## config.mk

```make
export PLATFORM = sky130hd
export DESIGN_NAME = ex_muldiv_unit_flat
export DESIGN_NICKNAME = d
export VERILOG_FILES = /design/src/rtl/muldiv_pkg.sv /design/src/rtl/ex_muldiv_unit_if.sv /design/src/rtl/muldiv_iter_core.sv /design/src/rtl/ex_muldiv_unit.sv /design/src/flat_wrapper.sv
export SDC_FILE = /design/constraint.sdc
export NUM_CORES = 1
export LEC_CHECK = 0
export ABC_AREA = 1
export CORE_UTILIZATION = 32
export CTS_BUF_LIST = sky130_fd_sc_hd__clkbuf_8
export CTS_CLUSTER_DIAMETER = 150
export DETAILED_ROUTE_END_ITERATION = 16
export GPL_ROUTABILITY_DRIVEN = 0
export PLACE_DENSITY = 0.45
export SETUP_SLACK_MARGIN = 0.3
export SYNTH_ARGS = -nofsm -noshare
export SYNTH_HDL_FRONTEND = slang
export SYNTH_HIERARCHICAL = 1
export SYNTH_SLANG_ARGS = --single-unit
```

## constraint.sdc

```tcl
create_clock -name i_clk -period 11.1 [get_ports i_clk]
set_clock_uncertainty 0.05 [all_clocks]
set_input_delay 2.22 -clock i_clk [delete_from_list [all_inputs] [get_ports i_clk]]
set_output_delay 2.22 -clock i_clk [all_outputs]
set_load 0.01 [all_outputs]
```

## src/rtl/muldiv_pkg.sv

```systemverilog
// muldiv_pkg: shared constants, FSM state encoding and operand-sign helpers
// for the RV32M iterative multiply/divide unit.
package muldiv_pkg;

  localparam int XLEN       = 32;
  localparam int ITER_COUNT = 32;

  localparam logic [2:0] F3_MUL    = 3'd0;
  localparam logic [2:0] F3_MULH   = 3'd1;
  localparam logic [2:0] F3_MULHSU = 3'd2;
  localparam logic [2:0] F3_MULHU  = 3'd3;
  localparam logic [2:0] F3_DIV    = 3'd4;
  localparam logic [2:0] F3_DIVU   = 3'd5;
  localparam logic [2:0] F3_REM    = 3'd6;
  localparam logic [2:0] F3_REMU   = 3'd7;

  typedef enum logic [1:0] {
    S_IDLE = 2'd0,
    S_CALC = 2'd1,
    S_DONE = 2'd2
  } muldiv_state_e;

  function automatic logic rs1_signed(input logic [2:0] f3);
    return (f3 == F3_MUL) || (f3 == F3_MULH) || (f3 == F3_MULHSU) ||
           (f3 == F3_DIV) || (f3 == F3_REM);
  endfunction

  function automatic logic rs2_signed(input logic [2:0] f3);
    return (f3 == F3_MUL) || (f3 == F3_MULH) || (f3 == F3_DIV) || (f3 == F3_REM);
  endfunction

endpackage

```

## src/rtl/ex_muldiv_unit_if.sv

```systemverilog
// ex_muldiv_unit_if: EX-stage request/result bundle between the pipeline
// (master) and the multiply/divide unit (slave).
interface ex_muldiv_unit_if;
  import muldiv_pkg::*;

  logic            i_valid_e;
  logic            i_flush;
  logic [2:0]      i_f3_e;
  logic [XLEN-1:0] i_op_a_e;
  logic [XLEN-1:0] i_op_b_e;
  logic            o_stall;
  logic            o_done;
  logic [XLEN-1:0] o_result;
  logic            o_busy;

  modport master (
    output i_valid_e, i_flush, i_f3_e, i_op_a_e, i_op_b_e,
    input  o_stall, o_done, o_result, o_busy
  );

  modport slave (
    input  i_valid_e, i_flush, i_f3_e, i_op_a_e, i_op_b_e,
    output o_stall, o_done, o_result, o_busy
  );

endinterface

```

## src/rtl/muldiv_iter_core.sv

```systemverilog
// muldiv_iter_core: 64-bit accumulator with one radix-2 shift-add (multiply)
// or restoring shift-subtract (divide) step per enabled cycle; unsigned only.
module muldiv_iter_core
  import muldiv_pkg::*;
(
  input  logic              i_clk,
  input  logic              i_rst,
  input  logic              i_load,
  input  logic              i_step,
  input  logic              i_is_div,
  input  logic [XLEN-1:0]   i_mag_a,
  input  logic [XLEN-1:0]   i_mag_b,
  output logic [2*XLEN-1:0] o_acc_step
);

  logic [2*XLEN-1:0] acc_q;
  logic [XLEN-1:0]   opnd_q;
  logic [XLEN:0]     add_sum;
  logic [XLEN:0]     rem_shl;
  logic              rem_ge;
  logic [XLEN-1:0]   rem_sub;

  // mul: acc = {partial product, remaining multiplier bits}, shifts right
  // div: acc = {partial remainder, dividend bits / quotient bits}, shifts left
  always_comb begin
    add_sum = {1'b0, acc_q[2*XLEN-1:XLEN]} + (acc_q[0] ? {1'b0, opnd_q} : '0);
    rem_shl = acc_q[2*XLEN-1:XLEN-1];
    rem_ge  = (rem_shl >= {1'b0, opnd_q});
    rem_sub = rem_shl[XLEN-1:0] - opnd_q;
    if (i_is_div) begin
      if (rem_ge) o_acc_step = {rem_sub, acc_q[XLEN-2:0], 1'b1};
      else        o_acc_step = {rem_shl[XLEN-1:0], acc_q[XLEN-2:0], 1'b0};
    end else begin
      o_acc_step = {add_sum, acc_q[XLEN-1:1]};
    end
  end

  always_ff @(posedge i_clk) begin
    if (i_rst) begin
      acc_q  <= '0;
      opnd_q <= '0;
    end else if (i_load) begin
      acc_q  <= {{XLEN{1'b0}}, i_mag_a};
      opnd_q <= i_mag_b;
    end else if (i_step) begin
      acc_q  <= o_acc_step;
    end
  end

endmodule

```

## src/rtl/ex_muldiv_unit.sv

```systemverilog
// ex_muldiv_unit: iterative RV32M multiply/divide in EX, stalling IF/ID and ID/EX while busy.
// Build option MULDIV_FAST_MUL_EN: MUL* complete in one cycle; divides always iterate.
//
// state  | meaning
// S_IDLE | waiting for an M instruction in EX; special divides resolve here
// S_CALC | one radix-2 step per cycle, ITER_COUNT steps
// S_DONE | o_done pulse, result valid, pipeline advances
module ex_muldiv_unit #(
  parameter int XLEN  = 32,
  parameter int CNT_W = 6
) (
  input logic             i_clk,
  input logic             i_rst,
  ex_muldiv_unit_if.slave bus
);
  import muldiv_pkg::*;

  localparam logic [CNT_W-1:0] CNT_LAST = CNT_W'(ITER_COUNT - 1);
  localparam logic [XLEN-1:0]  INT_MIN  = {1'b1, {(XLEN-1){1'b0}}};

  muldiv_state_e     state_q, state_d;
  logic [2:0]        f3_q;
  logic              neg_q;
  logic [CNT_W-1:0]  cnt_q;
  logic [XLEN-1:0]   result_q, res_d;
  logic              cap_en, step_en, res_en, done_w;

  logic              sign_a, sign_b, neg_d;
  logic [XLEN-1:0]   mag_a, mag_b;
  logic              div_by_zero, div_ovf, special;
  logic [XLEN-1:0]   special_res;

  logic [2*XLEN-1:0] acc_step, prod_fix;
  logic [XLEN-1:0]   quo_fix, rem_fix, final_res;

  assign sign_a = rs1_signed(bus.i_f3_e) & bus.i_op_a_e[XLEN-1];
  assign sign_b = rs2_signed(bus.i_f3_e) & bus.i_op_b_e[XLEN-1];
  assign mag_a  = sign_a ? -bus.i_op_a_e : bus.i_op_a_e;
  assign mag_b  = sign_b ? -bus.i_op_b_e : bus.i_op_b_e;
  // remainder follows the dividend; products and quotients follow sign(a)^sign(b)
  assign neg_d  = (bus.i_f3_e[2] & bus.i_f3_e[1]) ? sign_a : (sign_a ^ sign_b);

  assign div_by_zero = (bus.i_op_b_e == '0);
  assign div_ovf     = ((bus.i_f3_e == F3_DIV) || (bus.i_f3_e == F3_REM)) &&
                       (bus.i_op_a_e == INT_MIN) && (bus.i_op_b_e == '1);
  assign special     = bus.i_f3_e[2] & (div_by_zero | div_ovf);
  assign special_res = div_by_zero ? (bus.i_f3_e[1] ? bus.i_op_a_e : '1)
                                   : (bus.i_f3_e[1] ? '0 : INT_MIN);

`ifdef MULDIV_FAST_MUL_EN
  logic [2*XLEN-1:0] fast_a, fast_b, fast_prod;
  logic [XLEN-1:0]   fast_res;

  assign fast_a    = {{XLEN{sign_a}}, bus.i_op_a_e};
  assign fast_b    = {{XLEN{sign_b}}, bus.i_op_b_e};
  assign fast_prod = fast_a * fast_b;
  assign fast_res  = (bus.i_f3_e == F3_MUL) ? fast_prod[XLEN-1:0] : fast_prod[2*XLEN-1:XLEN];
`endif

  muldiv_iter_core u_core (
    .i_clk      (i_clk),
    .i_rst      (i_rst),
    .i_load     (cap_en),
    .i_step     (step_en),
    .i_is_div   (f3_q[2]),
    .i_mag_a    (mag_a),
    .i_mag_b    (mag_b),
    .o_acc_step (acc_step)
  );

  assign prod_fix = neg_q ? -acc_step : acc_step;
  assign quo_fix  = neg_q ? -acc_step[XLEN-1:0] : acc_step[XLEN-1:0];
  assign rem_fix  = neg_q ? -acc_step[2*XLEN-1:XLEN] : acc_step[2*XLEN-1:XLEN];

  always_comb begin
    final_res = prod_fix[2*XLEN-1:XLEN];
    case (f3_q)
      F3_MUL:                       final_res = prod_fix[XLEN-1:0];
      F3_MULH, F3_MULHSU, F3_MULHU: final_res = prod_fix[2*XLEN-1:XLEN];
      F3_DIV, F3_DIVU:              final_res = quo_fix;
      F3_REM, F3_REMU:              final_res = rem_fix;
      default:                      final_res = prod_fix[2*XLEN-1:XLEN];
    endcase
  end

  always_comb begin
    state_d = state_q;
    cap_en  = 1'b0;
    step_en = 1'b0;
    res_en  = 1'b0;
    res_d   = result_q;
    case (state_q)
      S_IDLE: begin
        if (bus.i_valid_e) begin
          cap_en = 1'b1;
          if (special) begin
            state_d = S_DONE;
            res_en  = 1'b1;
            res_d   = special_res;
`ifdef MULDIV_FAST_MUL_EN
          end else if (!bus.i_f3_e[2]) begin
            state_d = S_DONE;
            res_en  = 1'b1;
            res_d   = fast_res;
`endif
          end else begin
            state_d = S_CALC;
          end
        end
      end
      S_CALC: begin
        step_en = 1'b1;
        if (cnt_q == CNT_LAST) begin
          state_d = S_DONE;
          res_en  = 1'b1;
          res_d   = final_res;
        end
      end
      S_DONE:  state_d = S_IDLE;
      default: state_d = S_IDLE;
    endcase
    // flush wins over everything except reset, and leaves the result untouched
    if (bus.i_flush) begin
      state_d = S_IDLE;
      cap_en  = 1'b0;
      step_en = 1'b0;
      res_en  = 1'b0;
    end
  end

  always_ff @(posedge i_clk) begin
    if (i_rst) begin
      state_q  <= S_IDLE;
      f3_q     <= '0;
      neg_q    <= 1'b0;
      cnt_q    <= '0;
      result_q <= '0;
    end else begin
      state_q <= state_d;
      if (cap_en) begin
        f3_q  <= bus.i_f3_e;
        neg_q <= neg_d;
        cnt_q <= '0;
      end else if (step_en) begin
        cnt_q <= cnt_q + CNT_W'(1);
      end
      if (res_en) result_q <= res_d;
    end
  end

  assign done_w       = (state_q == S_DONE) & ~bus.i_flush;
  assign bus.o_done   = done_w;
  assign bus.o_stall  = bus.i_valid_e & ~done_w;
  assign bus.o_busy   = (state_q == S_CALC);
  assign bus.o_result = result_q;

endmodule

```

## src/flat_wrapper.sv

```systemverilog
// flat-port wrapper written by rule: the top's interface ports become plain ports
module ex_muldiv_unit_flat import muldiv_pkg::*;
#(
  parameter int XLEN  = 32,
  parameter int CNT_W = 6
)
  (i_clk, i_rst, bus_i_valid_e, bus_i_flush, bus_i_f3_e, bus_i_op_a_e, bus_i_op_b_e, bus_o_stall, bus_o_done, bus_o_result, bus_o_busy);
  ex_muldiv_unit_if bus_i ();
  input logic i_clk;
  input logic i_rst;
  input wire logic [$bits(bus_i.i_valid_e)-1:0] bus_i_valid_e;
  input wire logic [$bits(bus_i.i_flush)-1:0] bus_i_flush;
  input wire logic [$bits(bus_i.i_f3_e)-1:0] bus_i_f3_e;
  input wire logic [$bits(bus_i.i_op_a_e)-1:0] bus_i_op_a_e;
  input wire logic [$bits(bus_i.i_op_b_e)-1:0] bus_i_op_b_e;
  output wire logic [$bits(bus_i.o_stall)-1:0] bus_o_stall;
  output wire logic [$bits(bus_i.o_done)-1:0] bus_o_done;
  output wire logic [$bits(bus_i.o_result)-1:0] bus_o_result;
  output wire logic [$bits(bus_i.o_busy)-1:0] bus_o_busy;
  assign bus_i.i_valid_e = bus_i_valid_e;
  assign bus_i.i_flush = bus_i_flush;
  assign bus_i.i_f3_e = bus_i_f3_e;
  assign bus_i.i_op_a_e = bus_i_op_a_e;
  assign bus_i.i_op_b_e = bus_i_op_b_e;
  assign bus_o_stall = bus_i.o_stall;
  assign bus_o_done = bus_i.o_done;
  assign bus_o_result = bus_i.o_result;
  assign bus_o_busy = bus_i.o_busy;
  ex_muldiv_unit #(.XLEN(XLEN), .CNT_W(CNT_W)) u_core (.i_clk(i_clk), .i_rst(i_rst), .bus(bus_i));
endmodule
```

After elaboration in Yosys (flattened, before gate mapping)
Index checks and enable logic that the tools add are counted.

word-level totals
  bits in registers = 140
  bits in latches = 0
  memory bits (writable) = 0
  bits in read-only memories = 0
  output and inout bits = 35
  memories = 0

operators by class
  add/subtract/negate cells = 8
  multiply operators = 0
  div/mod/pow operators = 0
  magnitude comparators = 1
  equality and inequality tests = 19
  shift operators = 0
  mux-type cells = 33
  bitwise operators = 10
  reduce and logical (&&, ||, !) cells = 22

operator list
  kind                                                   number
  2-to-1 mux 32 bit                                      13
  2-to-1 mux 64 bit                                      3
  negator 32 bit                                         4
  one-hot mux 32 bit (4 select lines)                    1
  equality test 32 bit, second input constant            2
  negator 64 bit                                         1
  one-hot mux 32 bit (2 select lines)                    1
  adder 32 x 32 -> 33 bit                                1
  greater-or-equal comparator 33 x 32 -> 1 bit           1
  logical NOT 32 bit                                     1
  subtractor 32 bit                                      1
  equality test 3 bit, second input constant             6
  2-to-1 mux 1 bit                                       10
  equality test 3 x 2 -> 1 bit, second input constant    3
  OR reduction 2 bit                                     4
  logical OR 1 bit                                       7
  adder 6 x 1 -> 6 bit, second input constant            1
  AND 1 bit                                              6
  equality test 3 x 1 -> 1 bit, second input constant    2
  equality test 6 x 5 -> 1 bit, second input constant    1
  logical NOT 3 bit                                      2
  2-to-1 mux 2 bit                                       3
  AND reduction 5 bit                                    1
  inequality test 2 x 1 -> 1 bit, second input constant  2
  other kinds (13)                                       16

Logic depth before layout (Yosys ltp)
Gate-level depths: netlist (run 1).

  word-level depth = 11
  mapped depth = 33

Modules after synthesis
The synthesis (run 1) kept the hierarchy.

modules (own cells, without submodules)
  module            instances  cells each  area each (um^2)  sequential area each (um^2)
  muldiv_iter_core  1          1740        9912.0            1921.8
  ex_muldiv_unit    1          1390        7274.5            880.8

Worst setup path before layout (run 1)
Ideal clock, no wire load.

  path kind = input -> output
  from = input bus_i_flush
  to = output bus_o_stall
  arrival time = 2435 ps
  path slack = 6395 ps
  stages on the path = 2
  buffers on the path = 0
  cells stage by stage = o21ai_0 > inv_1

on the way
  cells in the longest elaborated chain, start to end = 4

RTL lines
  element         RTL line               source
  from (decl)     flat_wrapper.sv:12     input wire logic [$bits(bus_i.i_flush)-1:0] bus_i_flush;
  inverter 1 bit  ex_muldiv_unit.sv:151  assign done_w = (state_q == S_DONE) & ~bus.i_flush;
  AND 1 bit       ex_muldiv_unit.sv:151
  inverter 1 bit  ex_muldiv_unit.sv:153  assign bus.o_stall = bus.i_valid_e & ~done_w;
  AND 1 bit       ex_muldiv_unit.sv:153
  to (decl)       flat_wrapper.sv:16     output wire logic [$bits(bus_i.o_stall)-1:0] bus_o_stall;

Every way passes these cells.

Final worst setup path (run 1)
Ends and elaborated chain as after synthesis.

==> results.sh, run 1 <==
export IMPL_avgSynthCellArea_um2=5.49
export IMPL_numCtsBuffers=17
export IMPL_synth_seq_cells=140
export IMPL_crit_path_end_kind="output port"
export IMPL_worstPathArrival_ns=3.58
export IMPL_pre_cts_ws_ns=5.26
export IMPL_finalWorstSetupSlack_ns=5.25
export IMPL_grt_max_degree=80
export IMPL_yosysUniqueCellTypes=57
export IMPL_clockRootBuffer="clkbuf_8"
export IMPL_dpl_cell_area_um2=18800
export IMPL_fmaxAchievable_ghz=0.171
export IMPL_vdd_ir_drop_max_mv=0.0833
export IMPL_synth_cells=3130
export IMPL_start_util=0.326
export IMPL_syn_num_nets=3273
export IMPL_dieWidth_um=234
export IMPL_final_max_slew_viol_count=0
export IMPL_worst_ep_required_time_ns=8.83
export IMPL_cts_tree="done"
export IMPL_drtIter0Drc=2346
export IMPL_wl_per_cell_um=19.5
export IMPL_cts_hold_buf=0
export IMPL_p_per_area_nw_per_um2=100
export IMPL_dp_hpwl_um=61800
export IMPL_worstSetupPathType="in2out"
export IMPL_min_period_ns=5.85
export IMPL_core_um2=52800
export IMPL_final_hold_viol_count=0
export IMPL_fin_setup_tns_ns=0
export IMPL_gr_usage_all_layers=0.275
export IMPL_p_leak_uw=0.00946
export IMPL_cts_resized=0
export IMPL_drcViolationCount=0
export IMPL_cts_sinks=140
export IMPL_cts_setup_buffers=0
export IMPL_cap_violations=0
export IMPL_antenna_found_initial=0
export IMPL_worstMarginPinSlew_ns=1.11
export IMPL_die_h_um=234
export IMPL_htreeDepth=4
export IMPL_ys_warn_count=6
export IMPL_cp_max_fo=5
export IMPL_clk_latency_ns=0.52
export IMPL_fp_dieArea_um2=54600
export IMPL_drt_vias_per_instance=5.23
export IMPL_relSlewSlack=0.258
export IMPL_grt_overflow_total=0
export IMPL_finalCritPeriodShare=0.527
export IMPL_hp_class="reg2reg"
export IMPL_startpoint_type="input port"
export IMPL_grt_pass1_wl_um=113000
export IMPL_ant_nets=0
export IMPL_finalInstanceArea_um2=19200
export IMPL_synthArstFlopShare=0
export IMPL_cts_max_path_buffers=2
export IMPL_placement_io_buffers=105
export IMPL_syn_area_um2=17200
export IMPL_holdWs_ns=0.431
export IMPL_grt_pass1_vias=18400
export IMPL_clkTransAtPathRegs_ns=0.08
export IMPL_setup_viol=0
export IMPL_first_pass_iters=6
export IMPL_synth_edff_count=0
export IMPL_vias=20300
export IMPL_area_growth_pct=11.6
export IMPL_nets=3318
export IMPL_drive_gt1_frac=0.0615
export IMPL_status="finished clean"
export IMPL_routed_wl_um=75500
export IMPL_rows=84
export IMPL_ys_dominant_reg_cell="dfxtp_1"
export IMPL_yosysSeqAreaShare=0.163
export IMPL_rsz0062_at_grt="false"
export IMPL_ios=106
cell usage after synthesis, types with 5 or more instances:
master,n,share of area
nand2_1,941,0.21
inv_1,447,0.098
nor2_1,324,0.071
nand3_1,289,0.084
a21oi_1,210,0.061
o21ai_0,191,0.056
dfxtp_1,140,0.16
ha_1,70,0.051
xor2_1,68,0.035
clkbuf_1,63,0.014
nand4_1,49,0.018
a31oi_1,34,0.012
nand2_2,32,0.012
nand3_2,32,0.019
nand3b_1,28,0.012
nor3_1,25,0.0073
buf_2,23,0.0067
nor2_2,19,0.0069
xnor2_1,19,0.0097
o21ai_1,18,0.0052
inv_2,16,0.0035
or2_2,12,0.0044
nor4_1,6,0.0022
o21bai_1,6,0.0026
buf_1,5,0.0011
buf_6,5,0.0033
nor2_4,5,0.0033
worst max-delay path: stages:
cell,delay [ns]
clkdlybuf4s50_1,0.63
o21ai_0,0.14
inv_1,0.06
clkdlybuf4s50_1,0.52
where the power goes:
group	internal, µW	total, µW	switching (µW)
Clock	221	453	232
Sequential	522	542	19.4
Combinational	263	927	664
logic make-up (layout without fill, tap and decap cells):
logic type / after synthesis / count (layout) / share of synthesized area
and+or+nand+nor: 1782 / 1782 / 0.458
buffers and inverters: 568 / 626 / 0.133
AOI/OAI and AO/OA: 481 / 481 / 0.148
DFF: 140 / 140 / 0.163
xor gates and xnor gates: 87 / 87 / 0.0443
adders and majority gates: 72 / 72 / 0.0533
other: 0 / 1 / 0
layer usage:
metal / track usage / part of all wire
met5: 0 / 0
met2: 0.383 / 0.39
met4: 0.0657 / 0.018
met3: 0.0410 / 0.081
met1: 0.431 / 0.51
path summary, 6_finish.rpt:
path,startpoint,endpoint,slack (ns),cells after the start
max reg2reg,u_core/u_core/acc_q[54],u_core/bus.o_result[6],5.89,27
min,u_core/bus.o_result[2],u_core/bus.o_result[2],0.43,2
max,bus_i_flush,bus_o_stall,5.25,4
min reg2reg,u_core/bus.o_result[2],u_core/bus.o_result[2],0.43,2
stage by stage:
| stage | util | total power, µW | std cells |
|---|---|---|---|
| 3_5_place_dp | 0.356 | 1460 | 3844 |
| 4_1_cts | 0.363 | 1920 | 3876 |
| 2_1_floorplan | - | 1160 | 3130 |
| 6_report | 0.363 | 1920 | 3877 |
| 5_1_grt | 0.363 | 2040 | 3876 |
| 3_3_place_gp | 0.356 | 1460 | 3844 |
cell type report:
cell class                 count  area, µm²
fill                        6120      33600
multi-input combinational   2422      12100
clock buffer                  17        234
antenna                        1       2.50
sequential                   140       2810
tap                          688        861
inverter                     464       1740
clock inverter                15        175
timing repair buffer         130       1240
registers in the layout, summed over array words and instances, names as in the netlist:
| signal | flops |
|---|---|
| u_core/u_core/acc_q | 64 |
| u_core/bus.o_result | 32 |
| u_core/u_core/opnd_q | 32 |
| u_core/cnt_q | 6 |
| u_core/f3_q | 3 |
| u_core/state_q | 2 |
| u_core/neg_q | 1 |
cells in the final DEF, fill, tap and decap left out, types with 3 or more instances in the layout:
cell             instances
nand2_1                941
inv_1                  448
nor2_1                 322
nand3_1                289
a21oi_1                210
o21ai_0                191
dfxtp_1                138
clkdlybuf4s50_1        105
ha_1                    70
xor2_1                  68
nand4_1                 49
a31oi_1                 34
nand2_2                 32
nand3_2                 32
nand3b_1                28
nor3_1                  25
buf_4                   25
nor2_2                  19
xnor2_1                 19
o21ai_1                 18
clkbuf_8                17
inv_2                   16
or2_2                   12
nor2_4                   7
nor4_1                   6
o21bai_1                 6
clkinv_4                 4
nor3_2                   4
clkinvlp_4               3
clkinv_2                 3
bufinv_16                3
o21ai_2                  3
and3_1                   3
a21o_1                   3
o21a_1                   3
(Power assumes the default switching activity.)
==> run 2: changes to the inputs <==
Settings changed: PLACE_DENSITY 0.45 to 0.47.
Clock period 11.1 ns to 4.96 ns, I/O delays scaled along.
==> run 2 against run 1 <==
- routed wire length increased by 2.5%
- final area increased by 1.7%
- sequential share of layout area decreased by 0.23 points
- critical path depth increased by 18
- largest cell class unchanged
- cell count increased by 1.0%
- sequential power increased by 120%
- worst setup slack got worse by 4.7 ns
- die area unchanged
- largest power group unchanged
- critical endpoint is now u_core/bus.o_result[7]
==> results.sh, run 2 (synthesized netlist as in run 1, its figures left out) <==
export IMPL_drtIter0Drc=2446
export IMPL_ios=106
export IMPL_clockRootBuffer="clkbuf_8"
export IMPL_p_comb_frac=0.503
export IMPL_cts_hold_buf=0
export IMPL_worstSetupPathType="reg2reg"
export IMPL_htreeDepth=4
export IMPL_rsz0062_at_grt="true"
export IMPL_wl_per_cell_um=19.8
export IMPL_die_h_um=234
export IMPL_grt_max_degree=88
export IMPL_grt_pass1_wl_um=115000
export IMPL_layout_common_cells="nand2_1 (941), inv_1 (447), nor2_1 (315), nand3_1 (289), a21oi_1 (209)"
export IMPL_drt_vias_per_instance=5.34
export IMPL_cts_sinks=140
export IMPL_ant_nets=0
export IMPL_first_pass_iters=6
export IMPL_clk_latency_ns=0.56
export IMPL_nets=3358
export IMPL_start_util=0.326
export IMPL_power_total_uw=4390
export IMPL_cts_tree="done"
export IMPL_seq_power_share=0.276
export IMPL_final_max_slew_viol_count=0
export IMPL_p_per_area_nw_per_um2=225
export IMPL_setup_viol=0
export IMPL_status="finished clean"
export IMPL_fillerInstances=6067
export IMPL_core_um2=52800
export IMPL_min_period_ns=4.40
export IMPL_seqCellArea_um2=2810
export IMPL_rows=84
export IMPL_p_leak_uw=0.00967
export IMPL_area_growth_pct=13.5
export IMPL_gr_usage_all_layers=0.282
export IMPL_drive_gt1_frac=0.0771
export IMPL_final_common_cell="nand2_1"
export IMPL_cap_violations=0
export IMPL_p_clk_frac=0.221
export IMPL_largest_reg_flops=64
export IMPL_critPathMaxStageDelay_ns=0.44
export IMPL_numCtsBuffers=17
export IMPL_worstPathArrival_ns=4.80
export IMPL_fmaxAchievable_ghz=0.227
export IMPL_startpoint_type="register"
export IMPL_grt_pass1_vias=19100
export IMPL_cp_cell_sequence="ha_1 > nand2_1 > inv_2 > nand3_1 > nor3_1 > nand3_1 > nand4_4 > buf_12 > buf_4 > nand2_2 > nand3_2 > nand2_1 > nor2_1 > nand3_1 > nor2_1 > nand2_1 > nand3_1 > nand2_1 > o21ai_0 > nand2_1 > nand2_1 > a21oi_1"
export IMPL_finalWorstSetupSlack_ns=0.559
export IMPL_multi_input_area_um2=12100
export IMPL_routed_wl_um=77400
export IMPL_regMostFlops="u_core/u_core/acc_q"
export IMPL_grt_overflow_total=0
export IMPL_dieWidth_um=234
export IMPL_crit_path_top_delay_cell="o21ai_0"
export IMPL_dp_hpwl_um=63100
export IMPL_switching_share=0.493
export IMPL_crit_path_end_kind="register"
export IMPL_p_int_uw=2220
export IMPL_vdd_ir_drop_max_mv=0.164
export IMPL_cp_common_cell="nand2_1"
export IMPL_hp_class="reg2reg"
export IMPL_diodes=0
export IMPL_netSwitchingPower_uw=2160
export IMPL_final_hold_viol_count=0
export IMPL_vias=20900
export IMPL_cts_max_path_buffers=2
export IMPL_pre_cts_ws_ns=0.271
export IMPL_worstMarginPinSlew_ns=1.18
export IMPL_antenna_found_initial=0
export IMPL_cp_max_fo=12
export IMPL_fin_setup_tns_ns=0
export IMPL_fp_dieArea_um2=54600
export IMPL_finalCritPeriodShare=0.887
export IMPL_drcViolationCount=0
export IMPL_clkTransAtPathRegs_ns=0.11
export IMPL_relSlewSlack=0.213
export IMPL_worst_ep_required_time_ns=5.36
export IMPL_placement_io_buffers=105
-- run 2: changes by cell type in the layout (fill, tap and decap cells not counted), moves of 2 or more --
| cell | delta |
|---|---|
| nor2_2 | +7 |
| buf_12 | +3 |
| inv_8 | +2 |
| o21ai_2 | +2 |
| clkinvlp_4 | -3 |
| nor2_1 | -7 |
| buf_4 | +37 |
| bufinv_16 | -2 |
| inv_6 | +2 |
-- run 2: area by class of cell --
type / instances / area share
multi-input cells: 2422 / 0.623
flip-flops and latches: 140 / 0.144
inverters: 464 / 0.0893
repair buffers: 170 / 0.0808
well taps: 688 / 0.0441
clock buffers: 17 / 0.0120
clock inverters: 15 / 0.00706
-- run 2: power groups by stage --
stage | Sequential [µW] | Combinational, µW | Clock (µW)
2_1_floorplan | 1220 | 1390 | 0
3_3_place_gp | 1240 | 2100 | 0
3_5_place_dp | 1240 | 2090 | 0
4_1_cts | 1210 | 2100 | 1010
5_1_grt | 1220 | 2400 | 1050
6_report | 1210 | 2210 | 968
-- run 2: metal layers --
metal / GRT usage / wire (µm) / up-vias
met5: 0 / 0 / -
met4: 0.0755 / 1800 / 0
met3: 0.0877 / 7980 / 106
met2: 0.413 / 32100 / 930
met1: 0.393 / 35500 / 9686
li1: - / - / 10200
-- run 2: worst paths after layout --
check / start / end / slack (ns) / cells after the start
setup reg to reg: u_core/u_core/acc_q[59] / u_core/bus.o_result[7] / 0.56 / 22
setup / recovery: u_core/u_core/acc_q[59] / u_core/bus.o_result[7] / 0.56 / 22
hold reg to reg: u_core/bus.o_result[2] / u_core/bus.o_result[2] / 0.43 / 2
hold / removal: u_core/bus.o_result[2] / u_core/bus.o_result[2] / 0.43 / 2
-- run 2: metrics by stage --
stage | util | cell area (µm²) | std cells | hold WS (ns)
after floorplan | - | 17200 | 3130 | 0.397
after global placement | 0.360 | 19000 | 3874 | 0.408
after detailed placement | 0.360 | 19000 | 3874 | 0.410
after CTS | 0.367 | 19400 | 3906 | 0.424
after global routing | 0.370 | 19500 | 3916 | 0.444
final | 0.370 | 19500 | 3916 | 0.425
-- run 2: worst max-delay path, delay by kind of cell (launching register included) --
kind	cells	cell delay, ns
adder cells (fa/ha/maj)	1	0.43
flip-flops	1	0.38
AND/OR/NAND/NOR	16	2.49
AO/OA/AOI/OAI	2	0.50
buffers and inverters	3	0.43
-- run 2: timing repair --
item / in CTS / in global routing
endpoints found under the setup margin: 4 / 17
gates resized for setup: 1 / 15
hold endpoints to repair: 0 / 0
cloned: 0 / 0
pin swaps: 0 / 2
buffers inserted: 0 / 10
==> run 3: changes to the inputs <==
Settings changed: CAP_MARGIN from default to 30.
==> run 3 against run 2 <==
- routed wire length about the same
- sequential cell count unchanged
- maximum frequency shrank 0.88%
- worst setup slack got worse by 0.039 ns
- sequential power hardly changed
- critical path type unchanged
- largest power group unchanged
==> results.sh, run 3 (synthesized netlist as in run 1, its figures left out) <==
export IMPL_drcViolationCount=0
export IMPL_setup_viol=0
export IMPL_cp_max_fo=13
export IMPL_routed_wl_um=77400
export IMPL_relSlewSlack=0.325
export IMPL_p_int_uw=2220
export IMPL_seq_power_share=0.276
export IMPL_regToRegSetupSlack_ns=0.52
export IMPL_drtIter0Drc=2378
export IMPL_layout_common_cells="nand2_1 (940), inv_1 (447), nor2_1 (319), nand3_1 (289), a21oi_1 (210)"
export IMPL_dieWidth_um=234
export IMPL_start_util=0.326
export IMPL_placement_io_buffers=105
export IMPL_holdWs_ns=0.430
export IMPL_grt_max_degree=88
export IMPL_p_comb_frac=0.501
export IMPL_switching_share=0.494
export IMPL_final_common_cell="nand2_1"
export IMPL_ant_nets=0
export IMPL_cts_hold_buf=0
export IMPL_area_growth_pct=13.8
export IMPL_fmaxAchievable_ghz=0.225
export IMPL_largest_reg_flops=64
export IMPL_clockRootBuffer="clkbuf_8"
export IMPL_htreeDepth=4
export IMPL_grt_pass1_vias=19200
export IMPL_worstPathArrival_ns=4.84
export IMPL_clk_latency_ns=0.57
export IMPL_cap_violations=0
export IMPL_rsz0062_at_grt="false"
export IMPL_crit_path_top_delay_cell="dfxtp_1"
export IMPL_cp_cell_sequence="inv_1 > ha_1 > nand2_1 > inv_2 > nand3_1 > nor3_1 > nand3_1 > nand4_4 > nand3b_1 > nand3_1 > inv_1 > nor2_1 > nand2_1 > nor2_1 > nand2_1 > o21ai_2 > nand3_1 > nand3_1 > nand4_1 > nand2_1 > a21oi_1"
export IMPL_fp_dieArea_um2=54600
export IMPL_cts_max_path_buffers=2
export IMPL_finalCritPeriodShare=0.895
export IMPL_crit_family="simple AND/OR/NAND/NOR gates"
export IMPL_final_hold_viol_count=0
export IMPL_fin_setup_tns_ns=0
export IMPL_vias=20900
export IMPL_drt_vias_per_instance=5.34
export IMPL_critPathBufInv=3
export IMPL_p_clk_frac=0.223
export IMPL_dp_hpwl_um=63200
export IMPL_grt_pass1_wl_um=115000
export IMPL_antenna_found_initial=0
export IMPL_nets=3364
export IMPL_clkTransAtPathRegs_ns=0.09
export IMPL_gr_usage_all_layers=0.281
export IMPL_regMostFlops="u_core/u_core/acc_q"
export IMPL_final_max_slew_viol_count=0
export IMPL_diodes=0
export IMPL_wl_per_cell_um=19.7
export IMPL_vdd_ir_drop_max_mv=0.174
export IMPL_worst_ep_required_time_ns=5.36
export IMPL_first_pass_iters=6
export IMPL_worstMarginPinSlew_ns=1.00
export IMPL_critPathMaxStageDelay_ns=0.37
export IMPL_min_period_ns=4.44
export IMPL_cts_sinks=140
export IMPL_startpoint_type="register"
export IMPL_hp_class="reg2reg"
export IMPL_p_per_area_nw_per_um2=224
export IMPL_cts_tree="done"
export IMPL_die_h_um=234
export IMPL_grt_overflow_total=0
export IMPL_netSwitchingPower_uw=2170
export IMPL_worstSetupPathType="reg2reg"
export IMPL_ios=106
export IMPL_cp_common_cell="nand3_1"
export IMPL_core_um2=52800
export IMPL_status="finished clean"
export IMPL_crit_path_end_kind="register"
export IMPL_drive_gt1_frac=0.0773
export IMPL_numCtsBuffers=17
export IMPL_rows=84
export IMPL_p_leak_uw=0.00970
run 3: routing by layer:
metal,track usage,part of all wire,up-vias
li1,-,-,10200
met4,0.0747,0.024,0
met3,0.0813,0.10,101
met1,0.396,0.46,9704
met5,0,0,-
met2,0.413,0.42,931
run 3: worst paths after layout:
check                           start                        to  cells past startpoint
max          u_core/u_core/opnd_q[29]   u_core/bus.o_result[12]                     21
min          u_core/u_core/opnd_q[21]  u_core/u_core/opnd_q[21]                      2
max reg2reg  u_core/u_core/opnd_q[29]   u_core/bus.o_result[12]                     21
min reg2reg  u_core/u_core/opnd_q[21]  u_core/u_core/opnd_q[21]                      2
run 3: power groups by stage:
stage	Combinational (µW)	Clock, µW	Sequential (µW)
3_5_place_dp	2090	0	1240
2_1_floorplan	1390	0	1220
4_1_cts	2100	1010	1210
5_1_grt	2400	1050	1220
6_report	2200	978	1210
3_3_place_gp	2100	0	1240
run 3: cell type report:
class | instances | area, µm²
flip-flops and latches | 140 | 2810
clock buffers | 17 | 234
well taps | 688 | 861
multi-input cells | 2422 | 12100
fillers | 5998 | 33200
clock inverters | 15 | 138
inverters | 464 | 1740
repair buffers | 176 | 1640
run 3: per-stage QoR:
step	setup slack, ns	area [µm²]	util	power [µW]	instances
global route	0.313	19600	0.371	4670	3922
floorplan	1.40	17200	-	2610	3130
finish	0.520	19600	0.371	4390	3922
detailed placement	0.274	19000	0.361	3330	3876
CTS	0.382	19400	0.368	4330	3908
global placement	0.239	19000	0.360	3330	3874
run 3: tightest hold or removal path: stages (launching register included):
cell and delay, ns:
dfxtp_1 0.31, inv_1 0.06, a21oi_1 0.06
run 3: repair_timing:
action / in CTS / in global routing
resized for setup: 1 / 12
pin swaps: 0 / 4
endpoints found under the setup margin: 6 / 17
endpoints found under the hold margin: 0 / 0
setup buffers: 0 / 13
